**config.mk**
```make
export PLATFORM = sky130hd
export DESIGN_NAME = bus_host_initiator_flat
export DESIGN_NICKNAME = d
export VERILOG_FILES = /design/src/rtl/bus_host_initiator_pkg.sv /design/src/rtl/bus_host_initiator_if.sv /design/src/rtl/bus_host_initiator.sv /design/src/flat_wrapper.sv
export SDC_FILE = /design/constraint.sdc
export NUM_CORES = 1
export LEC_CHECK = 0
export ABC_AREA = 1
export CORE_MARGIN = 2
export CORE_UTILIZATION = 43
export DETAILED_ROUTE_END_ITERATION = 12
export PLACE_DENSITY = 0.8
export SLEW_MARGIN = 10
export SYNTH_ARGS = -nofsm -noshare
export SYNTH_HDL_FRONTEND = slang
export SYNTH_SLANG_ARGS = --single-unit
```
**constraint.sdc**
```tcl
create_clock -name clk_i -period 4.8 [get_ports clk_i]
set_input_delay 0.96 -clock clk_i [delete_from_list [all_inputs] [get_ports clk_i]]
set_output_delay 0.96 -clock clk_i [all_outputs]
set_load 0.02 [all_outputs]
```
**src/rtl/bus_host_initiator_pkg.sv**
```systemverilog
// Shared types for the single-outstanding host bus initiator.
package bus_host_pkg;

    typedef enum logic [1:0] {
        IDLE = 2'd0,
        REQ  = 2'd1,
        WAIT = 2'd2,
        RESP = 2'd3
    } bus_host_state_e;

    typedef struct packed {
        logic        we;
        logic [3:0]  be;
        logic [31:0] addr;
        logic [31:0] wdata;
    } bus_host_cmd_t;

    typedef struct packed {
        logic [31:0] rdata;
        logic        err;
        logic        timeout;
    } bus_host_resp_t;

endpackage

```
**src/rtl/bus_host_initiator_if.sv**
```systemverilog
// Command, response, device-bus and status signals of the host initiator.
interface bus_host_initiator_if #(
    parameter int CountWidth = 16
);
    logic                  cmd_valid_i;
    logic                  cmd_ready_o;
    logic                  cmd_we_i;
    logic [3:0]            cmd_be_i;
    logic [31:0]           cmd_addr_i;
    logic [31:0]           cmd_wdata_i;
    logic                  resp_valid_o;
    logic                  resp_ready_i;
    logic [31:0]           resp_rdata_o;
    logic                  resp_err_o;
    logic                  resp_timeout_o;
    logic                  host_req_o;
    logic                  host_gnt_i;
    logic                  host_we_o;
    logic [3:0]            host_be_o;
    logic [31:0]           host_addr_o;
    logic [31:0]           host_wdata_o;
    logic                  host_rvalid_i;
    logic [31:0]           host_rdata_i;
    logic                  host_err_i;
    logic                  busy_o;
    logic                  stray_o;
    logic [CountWidth-1:0] txn_count_o;

    // The initiator side.
    modport master (
        input  cmd_valid_i, cmd_we_i, cmd_be_i, cmd_addr_i, cmd_wdata_i, resp_ready_i,
               host_gnt_i, host_rvalid_i, host_rdata_i, host_err_i,
        output cmd_ready_o, resp_valid_o, resp_rdata_o, resp_err_o, resp_timeout_o,
               host_req_o, host_we_o, host_be_o, host_addr_o, host_wdata_o,
               busy_o, stray_o, txn_count_o
    );

    // The command source plus the device it reaches.
    modport slave (
        output cmd_valid_i, cmd_we_i, cmd_be_i, cmd_addr_i, cmd_wdata_i, resp_ready_i,
               host_gnt_i, host_rvalid_i, host_rdata_i, host_err_i,
        input  cmd_ready_o, resp_valid_o, resp_rdata_o, resp_err_o, resp_timeout_o,
               host_req_o, host_we_o, host_be_o, host_addr_o, host_wdata_o,
               busy_o, stray_o, txn_count_o
    );
endinterface

```
**src/rtl/bus_host_initiator.sv**
```systemverilog
// Single-outstanding req/gnt + rvalid bus initiator with per-phase timeout.
module bus_host_initiator
    import bus_host_pkg::*;
#(
    parameter int TimeoutCycles = 256,
    parameter int CountWidth    = 16
) (
    input  logic                 clk_i,
    input  logic                 rst_i,
    bus_host_initiator_if.master bus
);
    localparam int             TW   = $clog2(TimeoutCycles);
    localparam logic [TW-1:0]  TMAX = TW'(TimeoutCycles - 1);

    bus_host_state_e       state;
    bus_host_cmd_t         cmd_q;
    bus_host_resp_t        resp_q;
    logic [TW-1:0]         timer;
    logic [CountWidth-1:0] count;
    logic                  stray;

    always_ff @(posedge clk_i or posedge rst_i) begin
        if (rst_i) begin
            state  <= IDLE;
            cmd_q  <= '0;
            resp_q <= '0;
            timer  <= '0;
            count  <= '0;
            stray  <= 1'b0;
        end else begin
            // Responses only belong to WAIT; anything else is a protocol slip.
            if (bus.host_rvalid_i && state != WAIT) stray <= 1'b1;
            case (state)
                IDLE: begin
                    timer <= '0;
                    if (bus.cmd_valid_i) begin
                        cmd_q <= '{we: bus.cmd_we_i, be: bus.cmd_be_i,
                                   addr: bus.cmd_addr_i, wdata: bus.cmd_wdata_i};
                        state <= REQ;
                    end
                end
                REQ: begin
                    if (bus.host_gnt_i) begin
                        timer <= '0;
                        state <= WAIT;
                    end else if (timer == TMAX) begin
                        resp_q <= '{rdata: 32'h0, err: 1'b1, timeout: 1'b1};
                        timer  <= '0;
                        state  <= RESP;
                    end else begin
                        timer <= timer + TW'(1);
                    end
                end
                WAIT: begin
                    if (bus.host_rvalid_i) begin
                        resp_q <= '{rdata: cmd_q.we ? 32'h0 : bus.host_rdata_i,
                                    err: bus.host_err_i, timeout: 1'b0};
                        timer  <= '0;
                        state  <= RESP;
                    end else if (timer == TMAX) begin
                        resp_q <= '{rdata: 32'h0, err: 1'b1, timeout: 1'b1};
                        timer  <= '0;
                        state  <= RESP;
                    end else begin
                        timer <= timer + TW'(1);
                    end
                end
                RESP: begin
                    timer <= '0;
                    if (bus.resp_ready_i) begin
                        count <= count + CountWidth'(1);
                        state <= IDLE;
                    end
                end
                default: state <= IDLE;
            endcase
        end
    end

    // Handshake outputs decode the state register, so reset drops them at once.
    assign bus.cmd_ready_o    = (state == IDLE);
    assign bus.host_req_o     = (state == REQ);
    assign bus.resp_valid_o   = (state == RESP);
    assign bus.busy_o         = (state != IDLE);
    assign bus.host_we_o      = cmd_q.we;
    assign bus.host_be_o      = cmd_q.be;
    assign bus.host_addr_o    = cmd_q.addr;
    assign bus.host_wdata_o   = cmd_q.wdata;
    assign bus.resp_rdata_o   = resp_q.rdata;
    assign bus.resp_err_o     = resp_q.err;
    assign bus.resp_timeout_o = resp_q.timeout;
    assign bus.stray_o        = stray;
    assign bus.txn_count_o    = count;

endmodule

```
**src/flat_wrapper.sv**
```systemverilog
// flat-port wrapper written by rule: the top's interface ports become plain ports
module bus_host_initiator_flat import bus_host_pkg::*;
#(
    parameter int TimeoutCycles = 256,
    parameter int CountWidth    = 16
)
  (clk_i, rst_i, bus_cmd_valid_i, bus_cmd_we_i, bus_cmd_be_i, bus_cmd_addr_i, bus_cmd_wdata_i, bus_resp_ready_i, bus_host_gnt_i, bus_host_rvalid_i, bus_host_rdata_i, bus_host_err_i, bus_cmd_ready_o, bus_resp_valid_o, bus_resp_rdata_o, bus_resp_err_o, bus_resp_timeout_o, bus_host_req_o, bus_host_we_o, bus_host_be_o, bus_host_addr_o, bus_host_wdata_o, bus_busy_o, bus_stray_o, bus_txn_count_o);
  bus_host_initiator_if #(.CountWidth(CountWidth)) bus_i ();
  input  logic clk_i;
  input  logic rst_i;
  input wire logic [$bits(bus_i.cmd_valid_i)-1:0] bus_cmd_valid_i;
  input wire logic [$bits(bus_i.cmd_we_i)-1:0] bus_cmd_we_i;
  input wire logic [$bits(bus_i.cmd_be_i)-1:0] bus_cmd_be_i;
  input wire logic [$bits(bus_i.cmd_addr_i)-1:0] bus_cmd_addr_i;
  input wire logic [$bits(bus_i.cmd_wdata_i)-1:0] bus_cmd_wdata_i;
  input wire logic [$bits(bus_i.resp_ready_i)-1:0] bus_resp_ready_i;
  input wire logic [$bits(bus_i.host_gnt_i)-1:0] bus_host_gnt_i;
  input wire logic [$bits(bus_i.host_rvalid_i)-1:0] bus_host_rvalid_i;
  input wire logic [$bits(bus_i.host_rdata_i)-1:0] bus_host_rdata_i;
  input wire logic [$bits(bus_i.host_err_i)-1:0] bus_host_err_i;
  output wire logic [$bits(bus_i.cmd_ready_o)-1:0] bus_cmd_ready_o;
  output wire logic [$bits(bus_i.resp_valid_o)-1:0] bus_resp_valid_o;
  output wire logic [$bits(bus_i.resp_rdata_o)-1:0] bus_resp_rdata_o;
  output wire logic [$bits(bus_i.resp_err_o)-1:0] bus_resp_err_o;
  output wire logic [$bits(bus_i.resp_timeout_o)-1:0] bus_resp_timeout_o;
  output wire logic [$bits(bus_i.host_req_o)-1:0] bus_host_req_o;
  output wire logic [$bits(bus_i.host_we_o)-1:0] bus_host_we_o;
  output wire logic [$bits(bus_i.host_be_o)-1:0] bus_host_be_o;
  output wire logic [$bits(bus_i.host_addr_o)-1:0] bus_host_addr_o;
  output wire logic [$bits(bus_i.host_wdata_o)-1:0] bus_host_wdata_o;
  output wire logic [$bits(bus_i.busy_o)-1:0] bus_busy_o;
  output wire logic [$bits(bus_i.stray_o)-1:0] bus_stray_o;
  output wire logic [$bits(bus_i.txn_count_o)-1:0] bus_txn_count_o;
  assign bus_i.cmd_valid_i = bus_cmd_valid_i;
  assign bus_i.cmd_we_i = bus_cmd_we_i;
  assign bus_i.cmd_be_i = bus_cmd_be_i;
  assign bus_i.cmd_addr_i = bus_cmd_addr_i;
  assign bus_i.cmd_wdata_i = bus_cmd_wdata_i;
  assign bus_i.resp_ready_i = bus_resp_ready_i;
  assign bus_i.host_gnt_i = bus_host_gnt_i;
  assign bus_i.host_rvalid_i = bus_host_rvalid_i;
  assign bus_i.host_rdata_i = bus_host_rdata_i;
  assign bus_i.host_err_i = bus_host_err_i;
  assign bus_cmd_ready_o = bus_i.cmd_ready_o;
  assign bus_resp_valid_o = bus_i.resp_valid_o;
  assign bus_resp_rdata_o = bus_i.resp_rdata_o;
  assign bus_resp_err_o = bus_i.resp_err_o;
  assign bus_resp_timeout_o = bus_i.resp_timeout_o;
  assign bus_host_req_o = bus_i.host_req_o;
  assign bus_host_we_o = bus_i.host_we_o;
  assign bus_host_be_o = bus_i.host_be_o;
  assign bus_host_addr_o = bus_i.host_addr_o;
  assign bus_host_wdata_o = bus_i.host_wdata_o;
  assign bus_busy_o = bus_i.busy_o;
  assign bus_stray_o = bus_i.stray_o;
  assign bus_txn_count_o = bus_i.txn_count_o;
  bus_host_initiator #(.TimeoutCycles(TimeoutCycles), .CountWidth(CountWidth)) u_core (.clk_i(clk_i), .rst_i(rst_i), .bus(bus_i));
endmodule
```
## Word-level counts from Yosys, hierarchy flattened

Index checks and enable logic that the tools add are counted.
Widths: inputs -> output; s select.

| storage, ports and cells | value |
|---|---|
| flip-flop bits (word level) | 130 |
| input bits | 108 |
| output and inout bits | 124 |
| logic and storage cells | 45 |

| cells by class | value |
|---|---|
| add/subtract/negate cells | 2 |
| equal/unequal tests | 8 |
| multiplexer cells | 15 |
| reduce and logical (&&, ||, !) cells | 9 |

Operator list:

| cell | count |
|---|---|
| $mux 34 | 3 |
| $pmux 34 s2 | 1 |
| $mux 32 | 1 |
| $mux 8 | 3 |
| $pmux 8 s3 | 1 |
| $add 16x1->16 const B | 1 |
| $mux 2 | 5 |
| $add 8x1->8 const B | 1 |
| $eq 8x8->1 const B | 1 |
| $ne 2x2->1 const B | 4 |
| $pmux 2 s4 | 1 |
| $reduce_and 2->1 | 4 |
| $eq 2x2->1 const B | 2 |
| $reduce_bool 2->1 | 2 |
| $eq 2x1->1 const B | 1 |
| $logic_not 2->1 | 1 |
| $reduce_or 2->1 | 1 |
| $logic_and 1x1->1 | 1 |

## Depth between registers and ports, before layout

| logic depth | value |
|---|---|
| depth in word-level cells | 4 |
| gate-level depth with buffers | 10 |
| depth with buffers taken out | 8 |

## Worst setup path after synthesis

No wires, ideal clock.

| timing path | value |
|---|---|
| path type | register to output |
| from | register u_core.state[1] |
| to | output port bus_busy_o |
| arrival time | 0.990 ns |
| required time | 3.840 ns |
| slack | 2.850 ns |
| cell stages (with the launch flop) | 3 |
| buffers on the path | 0 |
| cells stage by stage | dfrtp_1 > nor2_2 > inv_1 |

| on the way | value |
|---|---|
| word-level cells in the longest chain between the ends | 1 |

Ends and longest elaborated chain:

| what | line | source |
|---|---|---|
| from (decl) | bus_host_initiator.sv:15 | `bus_host_state_e state;` |
| from (signal assigned) | bus_host_initiator.sv:24 | `state <= IDLE;` |
| from (signal assigned) | bus_host_initiator.sv:39 | `state <= REQ;` |
| from (signal assigned) | bus_host_initiator.sv:45 | `state <= WAIT;` |
| $reduce_bool 2->1 | bus_host_initiator.sv:84 | `assign bus.busy_o = (state != IDLE);` |
| to (decl) | flat_wrapper.sv:31 | `output wire logic [$bits(bus_i.busy_o)-1:0] bus_busy_o;` |

Every way passes these cells.

## Worst setup path in the final report

| timing path | value |
|---|---|
| from | input port bus_host_rvalid_i |
| to | register u_core.resp_q, in the netlist u_core.bus.resp_timeout_o |

| on the way | value |
|---|---|
| word-level cells in the longest chain between the ends | 2 |

Ends and longest elaborated chain:

| what | line | source |
|---|---|---|
| from (decl) | flat_wrapper.sv:18 | `input wire logic [$bits(bus_i.host_rvalid_i)-1:0] bus_host_rvalid_i;` |
| $mux 34 | bus_host_initiator.sv:55 | `if (bus.host_rvalid_i) begin` |
| $pmux 34 s2 | bus_host_initiator.sv:33 | `case (state)` |
| to (signal assigned) | bus_host_initiator.sv:47 | `resp_q <= '{rdata: 32'h0, err: 1'b1, timeout: 1'b1};` |
| to (signal assigned) | bus_host_initiator.sv:56 | `resp_q <= '{rdata: cmd_q.we ? 32'h0 : bus.host_rdata_i,` |
| to (signal assigned) | bus_host_initiator.sv:61 | `resp_q <= '{rdata: 32'h0, err: 1'b1, timeout: 1'b1};` |
| to (decl) | bus_host_initiator.sv:17 | `bus_host_resp_t resp_q;` |

Every way passes these cells.
A chain may end at the register's enable or synchronous reset.

==> results.yml <==
yosys:
  netlist_instances: 483
  synth.most_common_cell: "dfrtp_1"
  synth_xor_area_frac: 0.0200
  ys_warn_count: 0
  synth_edf_count: 0
  synth_top_area_share: 0.571
  synthMuxAreaShare: 0.159
  syn_avg_cell_area_sq_um: 11.8
  synth_area_leaders: "dfrtp_1, mux2_4, mux2_2"
  async_flop_share: 1.00
  synth_common_cells: "dfrtp_1, nand2_1, nand3_1"
  synth_seq_cells: 130
  yosysTopAreaCell: "dfrtp_1"
  synth_top_family_by_area: "simple AND/OR/NAND/NOR gates"
  synth_fa_ha_area_frac: 0.00440
  yosys.area_share.simple: 0.176
  syn_area_sq_um: 5690
  synth-compound-area-share: 0.0156
  synth_nets: 593
  ys.flop_type: "dfrtp_1"
  yosysSeqAreaShare: 0.571
  synth_cell_types: 31
finish:
  drive_gt1_frac: 0.174
  layout.nets: 825
  final_cells: 902
  area_growth_pct: 52.1
  num_antenna_cells: 0
  stdcell_area_sq_um: 8660
detailed_routing:
  ant_nets: 0
  drt-pass1-iter-count: 4
  drt_iter0_markers: 203
  drc: 0
  wl_microns: 14100
  via_count: 4436
  drt-wirelength-per-cell_microns: 15.7
  vias_per_cell: 4.92
place:
  post_dp_cell_area_sq_um: 8080
  gp_congestion: 0.796
  dp_slack_ps: 1530
  dpl.hpwl_microns: 10300
  dp.cells: 872
  portBuffers: 231
clock_network:
  cts_root_buffer: "clkbuf_16"
  post_cts_resized: 0
  clock-sinks: 130
  cts_buffers: 17
  clock_latency_ps: 410
  cts_tree: "yes"
  post_cts_buffers: 0
  htreeDepth: 4
  clk_pin_slew_ps: 50
  cts_max_path_buffers: 2
  cts_hold_buffers: 0
setup_path:
  crit_buf_inv: 3
  crit_required_ps: 5080
  crit_chain: "clkdlybuf4s50_1 -> inv_1 -> nor2_4 -> inv_2 -> nand3_1 -> nand2_1"
  cp_top_family: "buffers and inverters"
  critPathKind: "in -> reg"
  cp-end-kind: "flop"
  critPathMaxFanout: 39
  crit_path_max_incr_delay_ps: 660
  critical_path_arrival_ps: 3160
  critPathLaunchType: "input pin"
  crit_slowest_cell: "nor2_4"
floorplan:
  die_h_microns: 119
  io-pin-count: 232
  placeableCoreArea_sq_um: 13100
  rows: 42
  dieArea_sq_um: 14200
  start_util: 0.435
  die_w_microns: 119
sta:
  fin_worst_skew_ps: 5.91
  slew_violations: 0
  finalCritPeriodShare: 0.600
  period_needed_ps: 2880
  finalSetupTns_ps: 0
  relSlewSlack: 0.344
  rsz0062_at_grt: "false"
  finalHoldViolations: 0
  worst_slew_pin_slew_ps: 983
  setup_violations: 0
  holdWs_ps: 458
  fin_ws_ps: 1920
  max_freq_ghz: 0.347
power:
  p_leak_nw: 3.97
  max-vdd-ir-drop_uv: 343
  p_per_area_nw_per_um2: 638
job:
  drv_cap: 0
global_routing:
  antenna_found_initial: 0
  grt-ovfl-total: 0
  grt_max_degree: 69
  track_usage: 0.205
  first_global_vias: 4566
  grt_pass1_wl_microns: 22900
worst_hold_path:
  min-delay-path-class: "reg -> reg"
outcome:
  outcome: "completed"
==> through the flow <==
| stage | util | total power, W |
|---|---|---|
| floorplan | - | 0.00317 |
| global placement | 0.618 | 0.00422 |
| detailed placement | 0.618 | 0.00429 |
| CTS | 0.662 | 0.00558 |
| global route | 0.662 | 0.00579 |
| finish | 0.662 | 0.00552 |
==> cell usage in the layout (no fill, tap or decap), types with 3 or more instances in the layout <==
cell type / Yosys / layout
o21a_1: 5 / 5
xor2_1: 7 / 7
nor2_4: 3 / 3
clkinv_2: 0 / 3
bufinv_16: 0 / 3
inv_1: 32 / 31
dfrtp_1: 130 / 130
clkbuf_16: 0 / 17
nand4_1: 5 / 5
clkdlybuf4s50_1: 0 / 231
nor3_1: 5 / 5
nand3_2: 11 / 11
nand3_1: 55 / 55
a21oi_1: 5 / 5
inv_2: 3 / 3
nand2_4: 4 / 4
mux2_2: 31 / 31
clkbuf_1: 3 / 5
nor2_1: 20 / 20
xnor2_1: 6 / 6
nor2_2: 5 / 5
mux2_4: 37 / 37
nand2_1: 88 / 88
==> final timing paths <==
check	cells past startpoint	slack (ps)	start	endpoint
max in group asynchronous	3	2890	rst_i	u_core.bus.resp_rdata_o[17]
setup reg to reg	5	2370	u_core.state[1]	u_core.bus.resp_timeout_o
hold reg to reg	1	460	u_core.timer[0]	u_core.timer[0]
hold / removal	1	460	u_core.timer[0]	u_core.timer[0]
setup / recovery	6	1920	bus_host_rvalid_i	u_core.bus.resp_timeout_o
min in group asynchronous	2	1050	rst_i	u_core.bus.host_addr_o[6]
==> report_power, final <==
part / leakage (nW) / internal (W) / switching, W
combinational: 2.08 / 0.00129 / 0.00118
clock: 0.284 / 0.000835 / 0.000428
sequential: 1.61 / 0.00152 / 0.000272
==> cell families after synthesis <==
| group | after synthesis |
|---|---|
| and+or+nand+nor | 201 |
| DFF | 130 |
| muxes | 68 |
| buffers and inverters | 55 |
| AOI/OAI and AO/OA | 14 |
| xor gates and xnor gates | 13 |
| adders and majority gates | 2 |
==> per-layer routing <==
layer / up-vias / GRT usage / wire length [microns]
met4: 0 / 0.0952 / 360
met5: - / 0 / 0
met3: 27 / 0.0618 / 937
li1: 2055 / - / -
met2: 180 / 0.352 / 7240
met1: 2174 / 0.235 / 5590
==> registers in the layout (all words and copies together) (netlist names) <==
| register | count |
|---|---|
| u_core.bus.resp_timeout_o | 1 |
| u_core.bus.resp_rdata_o | 32 |
| u_core.bus.host_addr_o | 32 |
| u_core.bus.host_we_o | 1 |
| u_core.bus.host_wdata_o | 32 |
| u_core.timer | 8 |
| u_core.bus.txn_count_o | 16 |
| u_core.state | 2 |
| u_core.bus.resp_err_o | 1 |
| u_core.bus.host_be_o | 4 |
| u_core.bus.stray_o | 1 |
==> cell type report <==
class,count,area (sq um)
tap,176,220
multi-input combinational,298,2130
clock buffer,24,472
sequential,130,3250
timing repair buffer,233,2340
inverter,35,134
fill,976,4430
clock inverter,6,105
(Power assumes the default switching activity.)
